===== src/rtl/core_pkg.sv =====
// Shared types and constants for the RV32I core back end.
package core_pkg;

   // Kind of result offered to the writeback stage.
   typedef enum logic [1:0] {
      NONE = 2'd0,
      ALU  = 2'd1,
      LOAD = 2'd2,
      RSVD = 2'd3
   } wb_kind_t;

   // Writeback stage control states.
   typedef enum logic {
      IDLE      = 1'b0,
      LOAD_WAIT = 1'b1
   } wb_state_t;

   // Load size/sign encodings (funct3).
   localparam logic [2:0] F3_LB  = 3'b000;
   localparam logic [2:0] F3_LH  = 3'b001;
   localparam logic [2:0] F3_LW  = 3'b010;
   localparam logic [2:0] F3_LBU = 3'b100;
   localparam logic [2:0] F3_LHU = 3'b101;

endpackage


===== src/rtl/load_align.sv =====
// Extracts and sign/zero-extends load data from an aligned 32-bit read word.
module load_align
   import core_pkg::*;
(
   input  logic [31:0] rdata,
   input  logic [1:0]  off,
   input  logic [2:0]  funct3,
   output logic [31:0] value,
   output logic        illegal
);

   logic [7:0]  byte_sel;
   logic [15:0] half_sel;

   // Select the addressed byte/halfword, then extend according to funct3.
   always_comb begin
      byte_sel = rdata[7:0];
      case (off)
         2'd0: byte_sel = rdata[7:0];
         2'd1: byte_sel = rdata[15:8];
         2'd2: byte_sel = rdata[23:16];
         2'd3: byte_sel = rdata[31:24];
         default: byte_sel = rdata[7:0];
      endcase
      half_sel = off[1] ? rdata[31:16] : rdata[15:0];

      value   = '0;
      illegal = 1'b0;
      case (funct3)
         F3_LB:  value = {{24{byte_sel[7]}}, byte_sel};
         F3_LH:  value = {{16{half_sel[15]}}, half_sel};
         F3_LW:  value = rdata;
         F3_LBU: value = {24'd0, byte_sel};
         F3_LHU: value = {16'd0, half_sel};
         default: illegal = 1'b1;
      endcase
   end

endmodule


===== src/rtl/writeback_stage.sv =====
// Final pipeline stage: commits ALU results and completed loads to the register file.
module writeback_stage
   import core_pkg::*;
#(
   parameter int XLEN         = 32,
   parameter int LOAD_TIMEOUT = 255
)(
   input  logic            clk,
   input  logic            rst_n,
   input  logic            in_valid,
   output logic            in_ready,
   input  logic [1:0]      in_kind,
   input  logic [4:0]      in_rd_addr,
   input  logic [XLEN-1:0] in_result,
   input  logic [2:0]      in_funct3,
   input  logic            dmem_rsp_valid,
   input  logic [XLEN-1:0] dmem_rsp_rdata,
   input  logic            dmem_rsp_err,
   output logic [4:0]      rd_addr,
   output logic [XLEN-1:0] rd_data,
   output logic            rd_write_enable,
   output logic            retire,
   output logic            load_fault,
   output logic [XLEN-1:0] fault_addr,
   output logic            busy
);

   localparam logic [15:0] TMO_COUNT = 16'(LOAD_TIMEOUT);

   wb_state_t       state_q, state_d;
   wb_kind_t        kind;
   logic            run_q;
   logic [15:0]     cnt_q, cnt_d, cnt_inc;
   logic [4:0]      ld_rd_q, ld_rd_d;
   logic [2:0]      ld_f3_q, ld_f3_d;
   logic [XLEN-1:0] ld_addr_q, ld_addr_d;
   logic [XLEN-1:0] ld_value;
   logic            ld_illegal;

   logic [4:0]      rd_addr_d;
   logic [XLEN-1:0] rd_data_d, fault_addr_d;
   logic            we_d, retire_d, fault_d, busy_d;

   assign kind    = wb_kind_t'(in_kind);
   assign cnt_inc = cnt_q + 16'd1;

   // run_q keeps in_ready low until the first clock after reset release.
   assign in_ready = run_q && (state_q == IDLE);

   load_align u_align (
      .rdata   (dmem_rsp_rdata),
      .off     (ld_addr_q[1:0]),
      .funct3  (ld_f3_q),
      .value   (ld_value),
      .illegal (ld_illegal)
   );

   // Next-state, load latch and registered-output computation.
   always_comb begin
      state_d      = state_q;
      cnt_d        = cnt_q;
      ld_rd_d      = ld_rd_q;
      ld_f3_d      = ld_f3_q;
      ld_addr_d    = ld_addr_q;
      rd_addr_d    = rd_addr;
      rd_data_d    = rd_data;
      fault_addr_d = fault_addr;
      we_d         = 1'b0;
      retire_d     = 1'b0;
      fault_d      = 1'b0;

      case (state_q)
         IDLE: begin
            if (in_valid && in_ready) begin
               case (kind)
                  ALU: begin
                     retire_d = 1'b1;
                     if (in_rd_addr != 5'd0) begin
                        we_d      = 1'b1;
                        rd_addr_d = in_rd_addr;
                        rd_data_d = in_result;
                     end
                  end
                  LOAD: begin
                     state_d   = LOAD_WAIT;
                     cnt_d     = '0;
                     ld_rd_d   = in_rd_addr;
                     ld_f3_d   = in_funct3;
                     ld_addr_d = in_result;
                  end
                  default: retire_d = 1'b1;
               endcase
            end
         end
         LOAD_WAIT: begin
            // A response in the timeout cycle takes priority over the timeout.
            if (dmem_rsp_valid) begin
               state_d = IDLE;
               if (dmem_rsp_err || ld_illegal) begin
                  fault_d      = 1'b1;
                  fault_addr_d = ld_addr_q;
               end else begin
                  retire_d = 1'b1;
                  if (ld_rd_q != 5'd0) begin
                     we_d      = 1'b1;
                     rd_addr_d = ld_rd_q;
                     rd_data_d = ld_value;
                  end
               end
            end else begin
               cnt_d = cnt_inc;
               if (cnt_inc == TMO_COUNT) begin
                  state_d      = IDLE;
                  fault_d      = 1'b1;
                  fault_addr_d = ld_addr_q;
               end
            end
         end
         default: state_d = IDLE;
      endcase

      busy_d = (state_d == LOAD_WAIT);
   end

   // Control state, timeout counter and latched load information.
   always_ff @(posedge clk or negedge rst_n) begin
      if (!rst_n) begin
         state_q   <= IDLE;
         run_q     <= 1'b0;
         cnt_q     <= '0;
         ld_rd_q   <= '0;
         ld_f3_q   <= '0;
         ld_addr_q <= '0;
      end else begin
         state_q   <= state_d;
         run_q     <= 1'b1;
         cnt_q     <= cnt_d;
         ld_rd_q   <= ld_rd_d;
         ld_f3_q   <= ld_f3_d;
         ld_addr_q <= ld_addr_d;
      end
   end

   // Registered register-file write port and status outputs.
   always_ff @(posedge clk or negedge rst_n) begin
      if (!rst_n) begin
         rd_addr         <= '0;
         rd_data         <= '0;
         rd_write_enable <= 1'b0;
         retire          <= 1'b0;
         load_fault      <= 1'b0;
         fault_addr      <= '0;
         busy            <= 1'b0;
      end else begin
         rd_addr         <= rd_addr_d;
         rd_data         <= rd_data_d;
         rd_write_enable <= we_d;
         retire          <= retire_d;
         load_fault      <= fault_d;
         fault_addr      <= fault_addr_d;
         busy            <= busy_d;
      end
   end

endmodule


===== config.mk =====
export PLATFORM = sky130hd
export DESIGN_NAME = writeback_stage
export DESIGN_NICKNAME = d
export VERILOG_FILES = /design/src/rtl/core_pkg.sv /design/src/rtl/load_align.sv /design/src/rtl/writeback_stage.sv
export SDC_FILE = /design/constraint.sdc
export NUM_CORES = 1
export LEC_CHECK = 0
export CAP_MARGIN = 10
export CORE_UTILIZATION = 54
export CTS_CLUSTER_DIAMETER = 150
export DETAILED_ROUTE_END_ITERATION = 7
export MAX_ROUTING_LAYER = met4
export PLACE_DENSITY = 0.89
export SYNTH_ARGS = -nofsm -noshare
export SYNTH_HDL_FRONTEND = slang
export SYNTH_HIERARCHICAL = 1
export SYNTH_SLANG_ARGS = --single-unit

===== constraint.sdc =====
create_clock -name clk -period 5.6 [get_ports clk]
set_input_delay 1.12 -clock clk [delete_from_list [all_inputs] [get_ports clk]]
set_output_delay 1.12 -clock clk [all_outputs]
set_load 0.02 [all_outputs]

==> summary.md, run 1 <==
| Metric | Value |
|---|---|
| Status | `finished, final reports clean` |
| Crit Path Class | `reg -> reg` |
| Number of cells on the worst reg-to-reg path | `8` |
| First-pass GRT wire length | `28.84 mm` |
| Total GRT Usage | `0.3110` |
| Lkg Pwr | `3.703 nW` |
| Number of global-route vias before repair | `5355` |
| Die area | `12620 µm²` |
| Setup crit start kind | `register` |
| CTS Root Cell | `clkbuf_16` |
| TritonCTS clock tree | `built` |
| Post-synth EDFFs | `0` |
| Setup-failing EPs final | `0` |
| Drt drc | `0` |
| VDD IR-drop max | `388.4 µV` |
| Post-route cell area | `8683 µm²` |
| Via-per-instance ratio | `6.087` |
| #FFs+latches synth | `130` |
| YS warnings | `6` |
| Port-buffer cells | `152` |
| Area occupied by registers | `3254 µm²` |
| Synthesized instance count | `579` |
| Period utilisation layout | `0.5849` |
| Most used flip-flop cell after synthesis | `dfrtp_1` |
| Sw frac | `0.3262` |
| Actual slew at the worst max-slew pin | `1.027 ns` |
| Diode count | `0` |
| Detailed-route wire length per cell | `20.72 µm` |
| Unrepaired setup endpoints after global routing | `no` |
| Hold path depth | `2` |
| TritonRoute pass-1 iters | `5` |
| Max-cap viol count | `0` |
| CP Cell Sequence | `ha_1 > nand4_1 > nor3_2 > a31oi_1 > or3_4 > o31ai_4 > buf_4 > mux2_2` |
| Number of antenna violations at the first check in global routing | `0` |
| Most frequent cells after synthesis | `130 x dfrtp_1, 65 x o21ai_0, 56 x nand2_1, 50 x mux2_2, 43 x mux2i_1` |
| Power, Total | `3.808 mW` |
| Slew Viols, Final | `0` |
| Clock latency on the worst-skew pair | `0.43 ns` |
| Post-route ant nets | `0` |
| Cell area after synthesis | `6576 µm²` |
| Final hold vios | `0` |
| Top-count cell post-synth | `dfrtp_1` |
| Initial Utilization | `0.5639` |
| CTS Buf Count | `17` |
| Die width | `112.4 µm` |
| WL final | `17.94 mm` |
| Largest net degree at the start of global routing | `81` |
| P&R area growth vs syn | `32.04%` |
| Worst Path Arrival | `3.59 ns` |
| Worst hold slack | `0.4892 ns` |
| Share of flip-flops with an asynchronous set or reset | `1.000` |
| Multi-input gate area | `3072 µm²` |
| Top cell type's share of synthesized area | `0.4947` |
| Ports | `153` |
| DP HPWL | `12.38 mm` |
| CTS sink cnt | `130` |
| Psw | `1.242 mW` |
| Synthesized net count | `660` |
| Share of cells above drive strength 1 | `0.1867` |
| Crit end category | `register` |
| Fmax | `305.3 MHz` |
| GPL Wtd Cong | `0.8701` |
| Post-layout min period | `3.275 ns` |
| P_int | `2.566 mW` |
| Net count reported at finish | `791` |
| Clock slew at reported path FFs | `0.06 ns` |
| Avg Inst Size Synth | `11.36 µm²` |
| Row count | `39` |
| Critical Path Max Stage Delay | `0.50 ns` |
| Worst endpoint required time | `5.92 ns` |
| Sequential fraction of the synthesis area | `0.4947` |
| Post-CTS Setup Repair Bufs | `0` |
| Drt first-iter violations | `425` |
| Seq pwr share | `0.371` |
| Number of hold buffers added after cts | `0` |
| Hold Path Class | `reg -> reg` |
| Non-filler cells, final | `866` |
| Post-Place Cells | `834` |
| Maximum clock path buffer count | `2` |
| Area post-placement | `8095 µm²` |
| Post-synth top area cell | `dfrtp_1` |
| Relative max-transition margin | `0.3155` |
| CTS H-tree lvls | `4` |
| Total gr overflow | `0` |
| Core area | `11660 µm²` |
| Post-synth cell types | `55` |
| Power Dens Cells | `438.5 nW/µm²` |
| Largest cells by area after synthesis | `dfrtp_1 49%, mux2_2 8.6%, mux2_4 6.8%` |
| Final setup skew | `0.007584 ns` |
| Crit path max-delay cell type | `dfrtp_1` |
| Post-CTS sizing | `0` |
| Combinational Power Share | `0.338` |
| Crit-path max FO | `18` |
| Setup TNS | `0 ns` |
| Via count | `5271` |
| Layout fillers | `747` |
| Die height | `112.4 µm` |
| Clock power frac | `0.290` |
[metrics by stage]
step	util	setup WS, ns
finish	0.7446	2.325
global route	0.7446	2.139
CTS	0.7446	2.351
detailed placement	0.6941	2.050
global placement	0.6941	2.145
floorplan	-	2.826
[final cells by class]
class	count	share of cell area
flip-flops and latches	130	0.3748
inverters	5	0.002161
clock buffers	20	0.05259
well taps	143	0.02061
repair buffers	159	0.1810
multi-input cells	397	0.3537
clock inverters	12	0.01513
[path summary, 6_finish.rpt]
path,start,to,slack [ns]
hold reg to reg,rd_data[19],rd_data[19],0.49
setup / recovery,cnt_q[0],fault_addr[31],2.32
max in group asynchronous,rst_n,fault_addr[18],3.55
setup reg to reg,cnt_q[0],fault_addr[31],2.32
min in group asynchronous,rst_n,cnt_q[10],0.85
hold / removal,rd_data[19],rd_data[19],0.49
[flip-flops by register name, summed over array words and instances (netlist names)]
register / count
rd_write_enable: 1
rd_addr: 5
ld_addr_q: 32
fault_addr: 32
retire: 1
busy: 1
rd_data: 32
cnt_q: 16
run_q: 1
ld_rd_q: 5
load_fault: 1
ld_f3_q: 3
[cells in the final DEF (no fill, tap or decap), drive strengths merged, types with 6 or more instances in the layout]
cell type,netlist,routed
nor2,22,22
nor2b,8,8
o21ai,65,65
nor3,6,6
clkdlybuf4s50,0,151
mux2,80,80
a21o,16,16
a221o,8,8
buf,24,8
dfrtp,130,130
a21oi,10,10
a31oi,7,7
nand4,9,9
mux2i,43,43
nand3,10,10
inv,5,7
nand2,56,56
clkbuf,23,20
[metal layers]
layer,track usage,part of all wire,vias up
met5,-,0,-
met4,0.1360,0.036,0
met3,0.07613,0.059,46
met2,0.4981,0.50,228
met1,0.3759,0.41,2632
li1,-,-,2365
[kinds of logic (layout without fill, tap and decap cells)]
kind of cell	count (synthesis)	after routing	share of synthesized area
compound gates	131	131	0.1284
xor+xnor	4	4	0.005328
fa+ha+maj	2	2	0.003805
buf+inv	52	196	0.04034
flops	130	130	0.4947
mux	125	125	0.2264
other cells	1	1	0.0005702
simple gates	134	134	0.1005
[power by group through the flow]
stage               Sequential, mW  Combinational, mW  Clock, mW
global placement              1.40               1.24          0
finish                        1.41               1.29       1.10
floorplan                     1.58              0.510          0
global route                  1.44               1.37       1.16
CTS                           1.41               1.29       1.11
detailed placement            1.42               1.27          0
[worst max-delay path, delay by kind of cell, from the launching register on]
family                   cells  cell delay, ns
AND/OR/NAND/NOR              3            1.10
flip-flops                   1            0.50
AO/OA/AOI/OAI                2            0.46
buffers and inverters        1            0.39
multiplexers                 1            0.37
adder cells (fa/ha/maj)      1            0.34
Note: power is estimated with default switching activity, not from simulation.
==> run 2: changes to the inputs <==
- CORE_UTILIZATION: 54 -> 46
- PLACE_DENSITY: 0.89 -> 0.81
- clock period: 5.6 -> 3 ns (I/O delays scaled with it)
==> run 2 against run 1 <==
Compared with the run above:
- maximum frequency up 14%
- clock power rose by 89%
- global-route usage fell by 5.4 points
==> summary.md, run 2 (synthesized netlist as in run 1, its figures left out) <==
| Metric | Value |
|---|---|
| Relative max-transition margin | `0.5492 (+0.2337)` |
| Core area | `13930 µm² (+19%)` |
| Worst Path Arrival | `3.18 ns (-0.41 ns)` |
| Setup-failing EPs final | `0 (unchanged)` |
| Maximum clock path buffer count | `2 (unchanged)` |
| Ports | `153 (unchanged)` |
| Final setup skew | `0.006603 ns (-0.0009810 ns)` |
| Util after Layout | `0.6372 (-0.1073)` |
| CTS sink cnt | `130 (unchanged)` |
| TritonCTS clock tree | `built` |
| Via-per-instance ratio | `5.611 (-7.8%)` |
| Most frequent cells in the layout | `151 x clkdlybuf4s50_1, 128 x dfrtp_1, 65 x o21ai_0, 56 x nand2_1, 50 x mux2_2` |
| CTS Buf Count | `17 (unchanged)` |
| CTS H-tree lvls | `4 (unchanged)` |
| Hold Path Class | `in -> async` |
| Clock slew at reported path FFs | `0.06 ns (about the same)` |
| Commonest non-fill, non-tap cell in the layout | `clkdlybuf4s50_1` |
| Crit-path max FO | `20 (+2)` |
| Power, Total | `7.120 mW (+87%)` |
| DP HPWL | `12.72 mm (+2.8%)` |
| WL final | `17.79 mm (-0.83%)` |
| RR Startpoint | `cnt_q[0]` |
| Die width | `121.6 µm (+8.2%)` |
| Worst hold slack | `0.1921 ns (-0.2971 ns)` |
| P&R area growth vs syn | `35.03%` |
| R2R Path End | `fault_addr[31]` |
| VDD IR-drop max | `510.0 µV (+31%)` |
| TritonRoute pass-1 iters | `5 (unchanged)` |
| Worst endpoint required time | `3.31 ns (-2.61 ns)` |
| Worst R2R Setup Slack | `0.12 ns (-2.20 ns)` |
| Drt drc | `0 (unchanged)` |
| Row count | `43 (+10%)` |
| Crit Path Class | `reg -> reg` |
| Post-layout min period | `2.875 ns (-0.4002 ns)` |
| Post-CTS Setup Repair Bufs | `0 (unchanged)` |
| Period utilisation layout | `0.9583 (+0.3735)` |
| Status | `finished, final reports clean` |
| Die height | `121.6 µm (+8.2%)` |
| Via count | `5151 (-2.3%)` |
| GPL Wtd Cong | `0.9006 (+3.5%)` |
| Initial Utilization | `0.4719 (-0.09195)` |
| Clock latency on the worst-skew pair | `0.42 ns (about the same)` |
| Crit. Startpoint | `cnt_q[0]` |
| Slew Viols, Final | `0 (unchanged)` |
| Largest net degree at the start of global routing | `65 (-20%)` |
| Die area | `14780 µm² (+17%)` |
| Lkg Pwr | `3.788 nW (+2.3%)` |
| Largest regs | `fault_addr x32, ld_addr_q x32, rd_data x32` |
| Drt first-iter violations | `397 (-6.6%)` |
| Fmax | `347.8 MHz (+14%)` |
| Detailed-route wire length per cell | `19.38 µm (-6.4%)` |
| Diode count | `0 (unchanged)` |
| Setup crit start kind | `register` |
| Port-buffer cells | `152 (unchanged)` |
| Post-Place Cells | `886 (+6.2%)` |
| Number of cells on the worst reg-to-reg path | `8 (unchanged)` |
| Max-cap viol count | `0 (unchanged)` |
| First-pass GRT wire length | `27.65 mm (-4.1%)` |
| CTS Root Cell | `clkbuf_16` |
| Actual slew at the worst max-slew pin | `0.6762 ns (-0.3506 ns)` |
| Total GRT Usage | `0.2572 (-0.05384)` |
| Share of cells above drive strength 1 | `0.2060 (+0.01924)` |
| Number of antenna violations at the first check in global routing | `0 (unchanged)` |
| Final hold vios | `0 (unchanged)` |
| Power Dens Cells | `801.9 nW/µm² (+83%)` |
| Non-filler cells, final | `918 (+6.0%)` |
| Total gr overflow | `0 (unchanged)` |
| Net count reported at finish | `806 (+1.9%)` |
| Post-route ant nets | `0 (unchanged)` |
| Setup crit end | `fault_addr[31]` |
| Number of global-route vias before repair | `5235 (-2.2%)` |
| Crit end category | `register` |
run 2: report_power, final:
| group | switching, mW | internal, mW |
|---|---|---|
| clock network | 0.821 | 1.26 |
| registers | 0.359 | 2.24 |
| logic | 1.13 | 1.31 |
| total | 2.31 | 4.81 |
run 2: layer usage:
| metal | part of all wire | wire length [µm] | up-vias | global-route usage |
|---|---|---|---|---|
| met1 | 0.42 | 7500 | 2552 | 0.3223 |
| met2 | 0.49 | 8770 | 171 | 0.4013 |
| met5 | 0 | 0 | - | - |
| met4 | 0.040 | 720 | 0 | 0.1211 |
| met3 | 0.045 | 802 | 45 | 0.05056 |
| li1 | - | - | 2383 | - |
run 2: worst min-delay path by stage:
stage | from | to | slack [ns] | cells past startpoint
after detailed placement | rd_data[4] | rd_data[4] | 0.47 | 2
final | rst_n | rd_data[12] | 0.19 | 1
after floorplan | rst_n | busy | 0.30 | 0
after global routing | rst_n | rd_data[12] | 0.23 | 1
after CTS | rst_n | rd_data[12] | 0.20 | 1
after global placement | rd_data[9] | rd_data[9] | 0.46 | 2
run 2: area by class of cell:
type,instances,area [µm²]
sequential,130,3256
tap,180,225.2
timing repair buffer,174,1713
clock buffer,18,439.2
inverter,5,18.77
fill,1024,5055
multi-input combinational,397,3073
clock inverter,14,155.1
run 2: critical path: stages, from the launching register on:
cell and delay [ns]:
dfrtp_1 0.36, ha_1 0.27, nand4_1 0.23, a2111oi_1 0.44, a311oi_1 0.09, or3_4 0.42, o31ai_4 0.33, buf_12 0.24
mux2_2 0.35
run 2: per-stage QoR:
stage | area, µm² | setup slack [ns] | setup TNS (ns)
floorplan | 6576 | 0.2257 | 0
global placement | 8279 | 0.1848 | 0
detailed placement | 8279 | 0.1217 | 0
CTS | 8874 | 0.1040 | 0
global route | 8880 | -0.01561 | -0.03349
finish | 8880 | 0.1250 | 0
run 2: timing repair:
| action | 4_1_cts | 5_1_grt |
|---|---|---|
| endpoints found under the setup margin | 0 | 14 |
| gates resized for setup | 0 | 3 |
| hold buffers | 0 | 0 |
